### config.mk
export PLATFORM = sky130hd
export DESIGN_NAME = rv32_scoreboard_hazard_unit
export DESIGN_NICKNAME = d
export VERILOG_FILES = /design/src/rtl/rv32_types.sv /design/src/rtl/rv32_hdu_inflight_shift.sv /design/src/rtl/rv32_scoreboard_hazard_unit.sv
export SDC_FILE = /design/constraint.sdc
export NUM_CORES = 1
export LEC_CHECK = 0
export CORE_UTILIZATION = 50
export CTS_CLUSTER_DIAMETER = 30
export DETAILED_ROUTE_END_ITERATION = 7
export HOLD_SLACK_MARGIN = 0.05
export PLACE_DENSITY = 0.74
export SETUP_SLACK_MARGIN = 0.5
export SYNTH_ARGS = -nofsm -noshare
export SYNTH_HDL_FRONTEND = slang
export SYNTH_SLANG_ARGS = --single-unit
### constraint.sdc
create_clock -name clk -period 4.43 [get_ports clk]
set_input_delay 0.886 -clock clk [delete_from_list [all_inputs] [get_ports clk]]
set_output_delay 0.886 -clock clk [all_outputs]
set_load 0.03 [all_outputs]
### src/rtl/rv32_types.sv
// Shared types for the rv32 decode hazard unit: register ids, in-flight entries
// and the bypass select encoding (0 = register file, k+1 = stage k, DEPTH+1 = completion bus).
package rv32_types;

  localparam int REG_ID_W = 5;
  localparam int STAGE_W  = 4;

  typedef logic [REG_ID_W-1:0] rv_reg_id_t;
  typedef logic [STAGE_W-1:0]  rv_stage_t;

  typedef struct packed {
    logic       valid;
    rv_reg_id_t rd;
    rv_stage_t  ready_stage;
  } inflight_entry_t;

  localparam int NO_BYPASS = 0;

  // Select width depends on the bypass depth, so the "type" is a width function.
  function automatic int bypass_width(input int depth);
    return $clog2(depth + 2);
  endfunction

  function automatic int stage_sel(input int k);
    return k + 1;
  endfunction

  function automatic int complete_sel(input int depth);
    return depth + 1;
  endfunction

endpackage

### src/rtl/rv32_hdu_inflight_shift.sv
// Post-decode in-flight writer tracking: a shift register of BYPASS_DEPTH entries
// plus a per-source youngest-match search returning {hit, k, ready}.
module rv32_hdu_inflight_shift
  import rv32_types::*;
#(
  parameter int NUM_RS       = 2,
  parameter int BYPASS_DEPTH = 2,
  parameter int KW           = 1
) (
  input  logic                       clk,
  input  logic                       rst,
  input  logic                       advance,
  input  inflight_entry_t            stage0_entry,
  input  logic [NUM_RS*REG_ID_W-1:0] rs,
  output logic [NUM_RS-1:0]          hit,
  output logic [NUM_RS*KW-1:0]       k,
  output logic [NUM_RS-1:0]          ready
);

  inflight_entry_t entries [BYPASS_DEPTH];

  always_ff @(posedge clk) begin
    if (rst) begin
      for (int s = 0; s < BYPASS_DEPTH; s++) entries[s] <= '0;
    end else if (advance) begin
      entries[0] <= stage0_entry;
      for (int s = 1; s < BYPASS_DEPTH; s++) entries[s] <= entries[s-1];
    end
  end

  // Scan oldest to youngest so the lowest matching stage is the one left standing.
  always_comb begin
    hit   = '0;
    k     = '0;
    ready = '0;
    for (int i = 0; i < NUM_RS; i++) begin
      for (int s = BYPASS_DEPTH - 1; s >= 0; s--) begin
        if (entries[s].valid && entries[s].rd == rs[i*REG_ID_W +: REG_ID_W]) begin
          hit[i]          = 1'b1;
          k[i*KW +: KW]   = KW'(s);
          ready[i]        = (s >= int'(entries[s].ready_stage));
        end
      end
    end
  end

endmodule

### src/rtl/rv32_scoreboard_hazard_unit.sv
// Decode-stage hazard unit: in-flight bypass selection, long-op busy scoreboard and stall.
// Optional RV32_HDU_COMPLETE_BYPASS_EN forwards the long-unit completion bus to waiting sources.
module rv32_scoreboard_hazard_unit
  import rv32_types::*;
#(
  parameter int NUM_RS           = 2,
  parameter int BYPASS_DEPTH     = 2,
  parameter int LOAD_READY_STAGE = 1,
  parameter int LONG_MAX         = 4
) (
  input  logic                                       clk,
  input  logic                                       rst,
  input  logic                                       advance,
  input  logic                                       flush,
  input  logic                                       issue_valid,
  input  logic [NUM_RS-1:0]                          issue_use_rs,
  input  logic [NUM_RS*5-1:0]                        issue_rs,
  input  logic [4:0]                                 issue_rd,
  input  logic                                       issue_wb,
  input  logic                                       issue_is_load,
  input  logic                                       issue_is_long,
  input  logic                                       complete_valid,
  input  logic [4:0]                                 complete_rd,
  output logic                                       stall,
  output logic [NUM_RS*$clog2(BYPASS_DEPTH+2)-1:0]   bypass_rs,
  output logic [$clog2(LONG_MAX+1)-1:0]              long_pending
);

  localparam int BW = bypass_width(BYPASS_DEPTH);
  localparam int PW = $clog2(LONG_MAX + 1);
  localparam int KW = (BYPASS_DEPTH > 1) ? $clog2(BYPASS_DEPTH) : 1;
  localparam logic [BW-1:0] SEL_COMPLETE = BW'(complete_sel(BYPASS_DEPTH));

  logic [31:0]          long_busy;
  logic [31:0]          busy_next;
  logic [NUM_RS-1:0]    src_hit;
  logic [NUM_RS-1:0]    src_ready;
  logic [NUM_RS-1:0]    src_stall;
  logic [NUM_RS*KW-1:0] src_k;
  logic                 accepted;
  logic                 waw;
  logic                 long_full;
  logic                 long_inc;
  logic                 long_dec;
  logic                 cpl_match;
  rv_reg_id_t           rs_cur;
  inflight_entry_t      stage0_entry;

  rv32_hdu_inflight_shift #(
    .NUM_RS       (NUM_RS),
    .BYPASS_DEPTH (BYPASS_DEPTH),
    .KW           (KW)
  ) u_inflight (
    .clk          (clk),
    .rst          (rst),
    .advance      (advance),
    .stage0_entry (stage0_entry),
    .rs           (issue_rs),
    .hit          (src_hit),
    .k            (src_k),
    .ready        (src_ready)
  );

  // Long ops never enter the shift register; their result arrives via the completion port.
  always_comb begin
    stage0_entry.valid       = accepted & issue_wb & (issue_rd != '0) & ~issue_is_long;
    stage0_entry.rd          = issue_rd;
    stage0_entry.ready_stage = issue_is_load ? rv_stage_t'(LOAD_READY_STAGE) : '0;
  end

  // The scoreboard takes precedence over any in-flight match for the same register.
  always_comb begin
    src_stall = '0;
    bypass_rs = '0;
    rs_cur    = '0;
    cpl_match = 1'b0;
    if (!rst) begin
      for (int i = 0; i < NUM_RS; i++) begin
        rs_cur = issue_rs[i*5 +: 5];
`ifdef RV32_HDU_COMPLETE_BYPASS_EN
        cpl_match = complete_valid && (complete_rd == rs_cur);
`else
        cpl_match = 1'b0;
`endif
        if (issue_use_rs[i] && rs_cur != '0) begin
          if (long_busy[rs_cur]) begin
            if (cpl_match) bypass_rs[i*BW +: BW] = SEL_COMPLETE;
            else           src_stall[i] = 1'b1;
          end else if (src_hit[i]) begin
            if (src_ready[i]) bypass_rs[i*BW +: BW] = BW'(stage_sel(int'(src_k[i*KW +: KW])));
            else              src_stall[i] = 1'b1;
          end
        end
      end
    end
  end

  always_comb begin
    waw       = issue_wb & (issue_rd != '0) & long_busy[issue_rd];
    long_full = issue_is_long & (long_pending == PW'(LONG_MAX));
    stall     = issue_valid & ~rst & ((|src_stall) | waw | long_full);
    accepted  = issue_valid & ~stall & ~flush & advance;
    long_inc  = accepted & issue_is_long;
    long_dec  = complete_valid & (long_pending != '0);
  end

  // Clear first, then set, so a same-cycle issue to the completing register stays busy.
  always_comb begin
    busy_next = long_busy;
    if (complete_valid) busy_next[complete_rd] = 1'b0;
    if (accepted && issue_is_long && issue_wb && issue_rd != '0) busy_next[issue_rd] = 1'b1;
  end

  always_ff @(posedge clk) begin
    if (rst) begin
      long_busy    <= '0;
      long_pending <= '0;
    end else begin
      long_busy <= busy_next;
      if (long_inc && !long_dec)      long_pending <= long_pending + PW'(1);
      else if (!long_inc && long_dec) long_pending <= long_pending - PW'(1);
    end
  end

endmodule

=== Word-level counts from Yosys, hierarchy flattened ===
Memory sizes are Yosys's and may differ from the RTL's.
Cells that the tools add are included.

* Memories: 1
* Output and inout port bits: 8
* Flip-flop bits (word level): 35
* Logic and storage cells: 115
* RAM bits: 20

{| class="wikitable"
|+ Memories
! memory !! depth !! width !! read ports !! clocked after memory_dff !! wr ports !! RTL line !! text
|-
| u_inflight.entries || 2 || 10 || 2 || 0 || 2 || rv32_hdu_inflight_shift.sv:20 || <nowiki>inflight_entry_t entries [BYPASS_DEPTH];</nowiki>
|}

* Muxes and demuxes: 50
* Add/subtract/negate cells: 4
* $lt $le $gt $ge: 8
* Reduce and logical (&&, ||, !) cells: 21
* Bitwise logic cells: 24
* Equal/unequal tests: 5

{| class="wikitable"
|+ Operators by type and width
! kind !! number
|-
| $mux 32 || 2
|-
| $and 32x32->32 || 1
|-
| $not 32->32 || 1
|-
| $or 32x32->32 || 1
|-
| $mux 1 || 29
|-
| $lt 5x6->1 const B || 4
|-
| $eq 5x5->1 || 4
|-
| $mux 10 || 2
|-
| $mux 2 || 9
|-
| $bmux 1 s5 || 3
|-
| $reduce_bool 5->1 || 3
|-
| $and 1x1->1 || 13
|-
| $logic_and 1x1->1 || 13
|-
| $demux 1 s5 || 2
|-
| $ge 5x1->1 const B || 2
|-
| $ge 1x4->1 const A || 2
|-
| $mux 3 || 2
|-
| $add 1x1->2 const B || 2
|-
| $mux 4 || 1
|-
| $not 1->1 || 4
|-
| $or 1x1->1 || 4
|-
| $add 3x1->3 const B || 1
|-
| $eq 3x3->1 const B || 1
|-
| $reduce_bool 3->1 || 1
|-
| 4 further kinds || 5
|}

=== Longest topological paths before layout ===
Gate-level depths: netlist (run 1).
An unclocked memory read counts as a cell.

* Depth in word-level cells: 23
* Depth in mapped cells: 15

=== Cells and area by module ===
A second synthesis (run 1) with hierarchy kept.

* Cells, all modules: 390
* Area, all modules: 3653.5 sq um

{| class="wikitable"
|+ By module, submodules not included
! module !! cells an instance !! instances !! area each (sq um)
|-
| rv32_scoreboard_hazard_unit || 308 || 1 || 2643.8
|-
| rv32_hdu_inflight_shift || 82 || 1 || 1009.7
|}

=== Least setup slack after synthesis (run 1) ===
OpenSTA, ideal clock, no wires.

* Kind: in2out
* Start: input port issue_rs[0]
* End: output port bypass_rs[1]
* Cell stages on the path: 6
* Buffers on the path: 1
* Arrival time: 3.812 ns
* Setup slack: -0.268 ns
* Data required time: 3.544 ns
* Path through: buf_2 mux4_2 mux4_2 nand2b_1 o211ai_1 a2111oi_0

* Word-level cells in the longest chain between the ends: 10

{| class="wikitable"
|+ RTL lines
! element !! RTL line !! text
|-
| from (decl) || rv32_scoreboard_hazard_unit.sv:17 || <nowiki>input logic [NUM_RS*5-1:0] issue_rs,</nowiki>
|-
| $eq 5x5->1 || rv32_hdu_inflight_shift.sv:38 || <nowiki>if (entries[s].valid && entries[s].rd == rs[i*REG_ID_W +: REG_ID_W]) begin</nowiki>
|-
| $logic_and 1x1->1 || rv32_hdu_inflight_shift.sv:38 ||
|-
| $mux 1 (2 in a row) || rv32_hdu_inflight_shift.sv:38 ||
|-
| $add 1x1->2 || rv32_types.sv:25 || <nowiki>return k + 1;</nowiki>
|-
| $mux 2 || rv32_scoreboard_hazard_unit.sv:90 || <nowiki>if (src_ready[i]) bypass_rs[i*BW +: BW] = BW'(stage_sel(int'(src_k[i*KW +: KW])));</nowiki>
|-
| $mux 2 || rv32_scoreboard_hazard_unit.sv:89 || <nowiki>end else if (src_hit[i]) begin</nowiki>
|-
| $mux 2 || rv32_scoreboard_hazard_unit.sv:86 || <nowiki>if (long_busy[rs_cur]) begin</nowiki>
|-
| $mux 2 * || rv32_scoreboard_hazard_unit.sv:85 || <nowiki>if (issue_use_rs[i] && rs_cur != '0) begin</nowiki>
|-
| $mux 4 * || rv32_scoreboard_hazard_unit.sv:77 || <nowiki>if (!rst) begin</nowiki>
|-
| to (decl) || rv32_scoreboard_hazard_unit.sv:25 || <nowiki>output logic [NUM_RS*$clog2(BYPASS_DEPTH+2)-1:0] bypass_rs,</nowiki>
|}

Mark *: on every way between the ends. The rest lies on a longest branch, timed or not. The select of a mux whose other input is x is not followed.

=== Worst setup path after layout (run 1) ===
* Start: input port issue_rs[5]
* End: output port stall

* Word-level cells in the longest chain between the ends: 13

{| class="wikitable"
|+ RTL lines
! element !! RTL line !! text
|-
| $eq 5x5->1 || rv32_hdu_inflight_shift.sv:38 ||
|-
| $logic_and 1x1->1 || rv32_hdu_inflight_shift.sv:38 ||
|-
| $mux 1 (2 in a row) || rv32_hdu_inflight_shift.sv:38 ||
|-
| $mux 1 || rv32_scoreboard_hazard_unit.sv:90 ||
|-
| $mux 1 || rv32_scoreboard_hazard_unit.sv:89 ||
|-
| $mux 1 || rv32_scoreboard_hazard_unit.sv:86 ||
|-
| $mux 1 * || rv32_scoreboard_hazard_unit.sv:85 ||
|-
| $mux 2 * || rv32_scoreboard_hazard_unit.sv:77 ||
|-
| $reduce_or 2->1 * || rv32_scoreboard_hazard_unit.sv:101 || <nowiki>stall = issue_valid & ~rst & ((|src_stall) | waw | long_full);</nowiki>
|-
| $or 1x1->1 * (2 in a row) || rv32_scoreboard_hazard_unit.sv:101 ||
|-
| $and 1x1->1 * || rv32_scoreboard_hazard_unit.sv:101 ||
|-
| to (decl) || rv32_scoreboard_hazard_unit.sv:24 || <nowiki>output logic stall,</nowiki>
|}

Marks and branches as above.

==> results.cfg, run 1 <==
[critical_path]
cp.arrival_ns = 3.02
cp_launch_type = primary input
critical_path.cell_chain = dlygate4sd2_1, buf_6, mux4_2, and2_4, a2111oi_4, a211oi_2, buf_4, a22oi_4, nand3_2, and2_4, buf_6
crit_start = issue_rs[5]
critPathMaxFanout = 7
cp-end-kind = output port
slowest_delay_ns = 0.49
critical_path.reg2reg.endpoint = long_pending[2]$_SDFFE_PP0P_
r2r_cells = 15
rrSetupSlack_ns = 1.16
crit_required_ns = 3.54
regToRegStartpoint = long_busy[24]$_SDFF_PP0_
critPathKind = in2out
crit_slowest_cell = sky130_fd_sc_hd__mux4_2

[timing]
layout_worst_path_cycle_share_pct = 88.1
finalClockSkew_ns = 0.00961
maxSlewViolCount = 0
worst-slew-pin-transition_ns = 0.672
setup-tns-final_ns = 0
final_hold_viol_count = 0
timing.fmax_mhz = 256
finalHoldWorstSlack_ns = 0.538
finalSetupViolations = 0
rsz0062_at_grt = true
slew_headroom_pct = 54.8
setup_ws_ns = 0.526
final_period_minus_worst_setup_slack_ns = 3.90

[synth]
synth-seq-area-share_pct = 31.4
synth_xor_xnor_area_share_pct = 5.55
syn_avg_cell_area_um2 = 9.31
post_synth_inst_count = 373
ys_dominant_reg_cell = sky130_fd_sc_hd__dfxtp_1
yosys.area_share.adder_pct = 0.937
dominant_combinational_cell_family_by_area_after_synthesis = simple AND/OR/NAND/NOR gates
synth_top_cell_area_share_pct = 20.2
synth_async_sr_flop_share_pct = 0
synth_compound_gate_area_share_pct = 13.6
netlist_area_mm2 = 0.00347
synth_enable_flop_cells = 13
synthSimpleGateAreaFrac_pct = 29.3
synth.largest_area_cell = sky130_fd_sc_hd__dfxtp_1
yosys-mux-area-fraction_pct = 15.9
syn-num-nets = 406
synth_warnings = 0
synthTopCellsByArea = sky130_fd_sc_hd__dfxtp_1 20%, sky130_fd_sc_hd__edfxtp_1 11%, sky130_fd_sc_hd__mux4_2 8.4%
synth_seq_cells = 48
synth_cell_types = 53

[place]
detailedPlacementHpwl_um = 7620
gp_congestion = 0.958
pre_cts_slack_ns = -0.232
buffer_ports.inserted = 38
post_place_instance_area_mm2 = 0.00414
placedCellCount = 503

[final_layout]
area_growth_pct = 28.5
drive_above_1_share_pct = 23.2
final_util_pct = 68.3
layout.nets = 468
fin_cells = 512
antenna_cells_inserted = 0
final_area_mm2 = 0.00446

[global_routing]
grt_max_degree = 42
first_pass_grt_wire_length_um = 15800
globalRoute.totalOverflow = 0
grt.total_usage_pct = 28.6
antenna_found_initial = 0
grt_pass1_vias = 2923

[drt]
top_layer_used = met4
route.antenna.remaining_nets = 0
detailroute.wirelength.met2_um = 4940
wl_per_cell_um = 20.2
totalWireLength_um = 10400
routed_via_density = 6.28
drc = 0
dr.first_iter.drc_count = 271
route.layer.met1.wl_um = 4550
met3WireLength_um = 659
detailroute.via_count = 3216
detail_route.first_pass.iterations = 5

[min_path]
whs_endpoint = long_busy[10]$_SDFF_PP0_
hp-class = reg2reg
min_path_cells = 2
worst_hold_startpoint = long_busy[10]$_SDFF_PP0_

[clocking]
clk_latency_ns = 0.31
root_driver = sky130_fd_sc_hd__clkbuf_8
cts_inserted_buffers = 5
clkSlewWorstSetupHoldPaths_ns = 0.09
cts.path.max_buffers = 2
number_of_levels_the_h_tree_was_split_into = 2
clock_sinks = 48
cts_hold_repair.buffers = 0
cts_tree = yes

[floorplanning]
placeableCoreArea_mm2 = 0.00653
dieHeight_um = 85.3
initial_utilization_pct = 53.1
core.rowCount = 29
die_area_mm2 = 0.00728
fp.dieW_um = 85.3
design.portCount = 39

[power_and_ir_drop]
max-vdd-ir-drop_mv = 0.194
cellLeakagePower_nw = 1.57
power_mw = 1.07
power.density_cell_area_mw_per_mm2 = 241

[run_status]
outcome = finished clean

[flow_run]
max-cap-violations = 0
timing repair:
item,in CTS,in global routing
resized for setup,35,23
pin swaps,11,8
setup buffers,2,0
setup endpoints to repair,7,6
flip-flops by register name (all words and copies together), names as in the netlist:
register and cells:
long_pending 3, u_inflight.entries 13, long_busy 32
cells in the mapped netlist (3+ instances only):
cell / number
sky130_fd_sc_hd__o21ai_1: 31
sky130_fd_sc_hd__mux2i_1: 26
sky130_fd_sc_hd__nor3b_1: 7
sky130_fd_sc_hd__o31ai_1: 3
sky130_fd_sc_hd__clkbuf_1: 12
sky130_fd_sc_hd__and2_1: 14
sky130_fd_sc_hd__nor2b_1: 19
sky130_fd_sc_hd__or2_2: 4
sky130_fd_sc_hd__nand3_1: 8
sky130_fd_sc_hd__nand2_1: 28
sky130_fd_sc_hd__nand3b_1: 23
sky130_fd_sc_hd__nor2_1: 12
sky130_fd_sc_hd__edfxtp_1: 13
sky130_fd_sc_hd__o32ai_1: 4
sky130_fd_sc_hd__or4_1: 3
sky130_fd_sc_hd__nor3_1: 6
sky130_fd_sc_hd__or3b_2: 3
sky130_fd_sc_hd__mux4_2: 13
sky130_fd_sc_hd__nor4_1: 5
sky130_fd_sc_hd__buf_2: 3
sky130_fd_sc_hd__o21ai_0: 19
sky130_fd_sc_hd__nand4_4: 4
sky130_fd_sc_hd__and3_1: 4
sky130_fd_sc_hd__nand2b_1: 6
sky130_fd_sc_hd__xor2_1: 11
sky130_fd_sc_hd__xnor2_1: 11
sky130_fd_sc_hd__inv_1: 9
sky130_fd_sc_hd__nand4b_1: 3
sky130_fd_sc_hd__dfxtp_1: 35
sky130_fd_sc_hd__o22ai_1: 4
cells in the final DEF, fill, tap and decap left out, drive strengths merged, types with 4 or more instances in the layout:
| master | instances |
|---|---|
| o32ai | 4 |
| nor2b | 19 |
| nand4 | 6 |
| dlygate4sd2 | 4 |
| inv | 9 |
| xor2 | 11 |
| nand2b | 6 |
| and3 | 4 |
| xnor2 | 11 |
| edfxtp | 13 |
| dfxtp | 35 |
| nor3 | 7 |
| nor3b | 7 |
| nor2 | 12 |
| mux4 | 13 |
| or2 | 4 |
| clkdlybuf4s50 | 25 |
| nand3 | 9 |
| and2 | 15 |
| mux2i | 26 |
| o21ai | 50 |
| nand2 | 29 |
| o22ai | 4 |
| nand3b | 23 |
| clkbuf | 6 |
| buf | 41 |
| nor4 | 5 |
routing by layer:
metal	vias to the layer above	global-route usage [%]
met5	-	0
met4	0	10.5
met3	17	4.09
met2	134	45.4
met1	1556	39.9
li1	1509	-
critical path, delay by kind of cell:
kind / cells / cell delay, ns
buffers and inverters: 4 / 0.64
AO/OA/AOI/OAI: 3 / 0.56
multiplexers: 1 / 0.49
AND/OR/NAND/NOR: 3 / 0.45
worst max-delay path by stage:
stage                                               to  cells past startpoint
final                                            stall                     11
after global routing                             stall                     11
after CTS                                        stall                     10
after detailed placement                         stall                     10
after global placement                           stall                      9
after floorplan           long_pending[2]$_SDFFE_PP0P_                     14
kinds of logic after synthesis:
family / after synthesis
AO/OA/AOI/OAI: 75
XOR/XNOR: 22
adder cells (fa/ha/maj): 2
buffers and inverters: 27
flip-flops: 48
multiplexers: 39
AND/OR/NAND/NOR: 160
power by group:
part	total, mW	switching, mW	internal [mW]
combinational	0.298	0.155	0.144
clock	0.278	0.153	0.125
sequential	0.497	0.0257	0.471
total	1.07	0.334	0.740
cell type report:
type | instances | area (um^2)
Clock buffer | 6 | 82.6
Tap cell | 77 | 96.3
Sequential cell | 48 | 1090
Fill cell | 517 | 2070
Clock inverter | 1 | 8.76
Timing Repair Buffer | 73 | 659
Multi-Input combinational cell | 298 | 2490
Inverter | 9 | 33.8
(Power assumes the default switching activity.)
==> run 2, diff against run 1 <==
Settings changed: TNS_END_PERCENT from default to 1.
==> run 2 against run 1 <==
  * Die area unchanged
  * Critical path depth fell by 3
  * Cell area is 1.0% higher
  * Non-clock buffer count increased by 3
  * First-iteration DRC count up 5.2%
  * Wire length is 3.7% higher
  * Core utilization up 0.69 points
  * Critical path type unchanged
  * Critical endpoint is now bypass_rs[1]
==> results.cfg, run 2 (synthesis gave the netlist of run 1 again) <==
[clocking]
cts_inserted_buffers = 5
root_driver = sky130_fd_sc_hd__clkbuf_8
clock_sinks = 48
clk_latency_ns = 0.31
cts.path.max_buffers = 2
clkSlewWorstSetupHoldPaths_ns = 0.09
number_of_levels_the_h_tree_was_split_into = 2
cts_tree = yes

[drt]
drc = 0
wl_per_cell_um = 20.8
totalWireLength_um = 10700
detail_route.first_pass.iterations = 5
route.antenna.remaining_nets = 0
routed_via_density = 6.41
detailroute.via_count = 3310
dr.first_iter.drc_count = 285

[floorplanning]
die_area_mm2 = 0.00728
dieHeight_um = 85.3
fp.dieW_um = 85.3
placeableCoreArea_mm2 = 0.00653
design.portCount = 39
core.rowCount = 29
initial_utilization_pct = 53.1

[timing]
finalClockSkew_ns = 0.0115
layout_worst_path_cycle_share_pct = 87.6
maxSlewViolCount = 0
timing.fmax_mhz = 258
rsz0062_at_grt = true
final_period_minus_worst_setup_slack_ns = 3.88
slew_headroom_pct = 51.0
setup_ws_ns = 0.548
finalSetupViolations = 0
worst-slew-pin-transition_ns = 0.733
final_hold_viol_count = 0

[place]
pre_cts_slack_ns = -0.249
buffer_ports.inserted = 38
gp_congestion = 0.921
detailedPlacementHpwl_um = 7750

[final_layout]
largest_reg_flops = 32
drive_above_1_share_pct = 24.4
biggest_regs = long_busy: 32 flops, u_inflight.entries: 13 flops, long_pending: 3 flops
area_growth_pct = 29.8
antenna_cells_inserted = 0
layout.nets = 471
leading_cell_type_in_the_layout_fill_and_taps_excluded = sky130_fd_sc_hd__dfxtp_1
regMostFlops = long_busy
mostFrequentLayoutCells = 35 x sky130_fd_sc_hd__dfxtp_1, 34 x sky130_fd_sc_hd__buf_4, 31 x sky130_fd_sc_hd__o21ai_1

[critical_path]
cp.arrival_ns = 3.00
r2r_cells = 15
critPathKind = in2out
regToRegStartpoint = long_busy[15]$_SDFF_PP0_
critPathMaxFanout = 7
critical_path.reg2reg.endpoint = long_pending[2]$_SDFFE_PP0P_
cp-end-kind = output port
critical_path.cell_chain = dlygate4sd2_1, mux4_2, mux4_2, nand2b_1, o211ai_1, buf_4, a2111oi_4, buf_4
crit_required_ns = 3.54
slowest_delay_ns = 0.49
cp_launch_type = primary input
crit_slowest_cell = sky130_fd_sc_hd__mux4_2
rrSetupSlack_ns = 1.05

[power_and_ir_drop]
cellLeakagePower_nw = 1.63
power.density_cell_area_mw_per_mm2 = 242
max-vdd-ir-drop_mv = 0.191
power_mw = 1.09

[global_routing]
first_pass_grt_wire_length_um = 17000
antenna_found_initial = 0
grt_pass1_vias = 3213
grt_max_degree = 41
grt.total_usage_pct = 30.6
globalRoute.totalOverflow = 0

[run_status]
outcome = finished clean

[min_path]
hp-class = reg2reg
worst_hold_startpoint = long_busy[0]$_SDFF_PP0_
min_path_cells = 2
whs_endpoint = long_busy[0]$_SDFF_PP0_

[flow_run]
max-cap-violations = 0
==> run 2: cell count changes in the layout (fill, tap and decap cells not counted), moves of 2 or more <==
cell	delta
sky130_fd_sc_hd__dlymetal6s2s_1	+3
sky130_fd_sc_hd__mux2i_1	+2
sky130_fd_sc_hd__clkdlybuf4s50_1	-3
sky130_fd_sc_hd__mux2i_2	-2
sky130_fd_sc_hd__buf_6	+2
==> run 2: layout make-up <==
type | count | area, um^2
clock inverter | 2 | 11.3
fill | 500 | 2030
inverter | 9 | 33.8
clock buffer | 6 | 82.6
multi-input combinational | 298 | 2480
tap | 77 | 96.3
timing repair buffer | 76 | 706
sequential | 48 | 1090
==> run 2: how the worst max path moves through the flow <==
stage                                         endpoint  depth (start not counted)         from  slack (ns)
after floorplan                           bypass_rs[3]                          6  issue_rs[5]        0.37
after global placement                           stall                         10  issue_rs[5]       -0.20
after detailed placement                         stall                         10  issue_rs[5]       -0.25
after CTS                                        stall                         10  issue_rs[6]        0.46
after global routing      long_pending[2]$_SDFFE_PP0P_                         17  issue_rs[7]        0.43
final                                     bypass_rs[1]                          8  issue_rs[2]        0.55
==> run 2: power breakdown <==
| part | internal, mW | switching, mW |
|---|---|---|
| Combinational | 0.156 | 0.164 |
| Clock | 0.125 | 0.149 |
| Sequential | 0.471 | 0.0263 |
==> run 2: timing repair <==
item / CTS / global route
setup endpoints to repair: 7 / 5
gates resized for setup: 32 / 38
setup buffers: 5 / 1
pin swaps: 8 / 12
hold buffers: 0 / 0
gates cloned: 0 / 0
==> run 2: per-stage QoR <==
stage,setup TNS (ns),hold WS (ns),std cells,utilization (%),area [um^2]
floorplan,0,0.448,373,-,3480
global placement,-0.273,0.492,502,63.0,4120
detailed placement,-0.413,0.498,502,63.0,4120
CTS,0,0.516,515,66.5,4350
global route,0,0.536,516,69.0,4510
finish,0,0.523,516,69.0,4510
==> run 2: layer usage <==
| metal | share of wire (%) | track usage (%) | up-vias |
|---|---|---|---|
| met5 | 0 | 0 | - |
| met4 | 4.4 | 13.8 | 0 |
| met3 | 8.3 | 5.54 | 38 |
| met2 | 46 | 48.4 | 180 |
| met1 | 41 | 41.0 | 1577 |
| li1 | - | - | 1515 |
==> run 2: worst max-delay path: cells and delay by family <==
kind	cells	cell delay (ns)
and+or+nand+nor	1	0.10
muxes	2	0.85
buffers and inverters	3	0.81
AOI/OAI and AO/OA	2	0.34
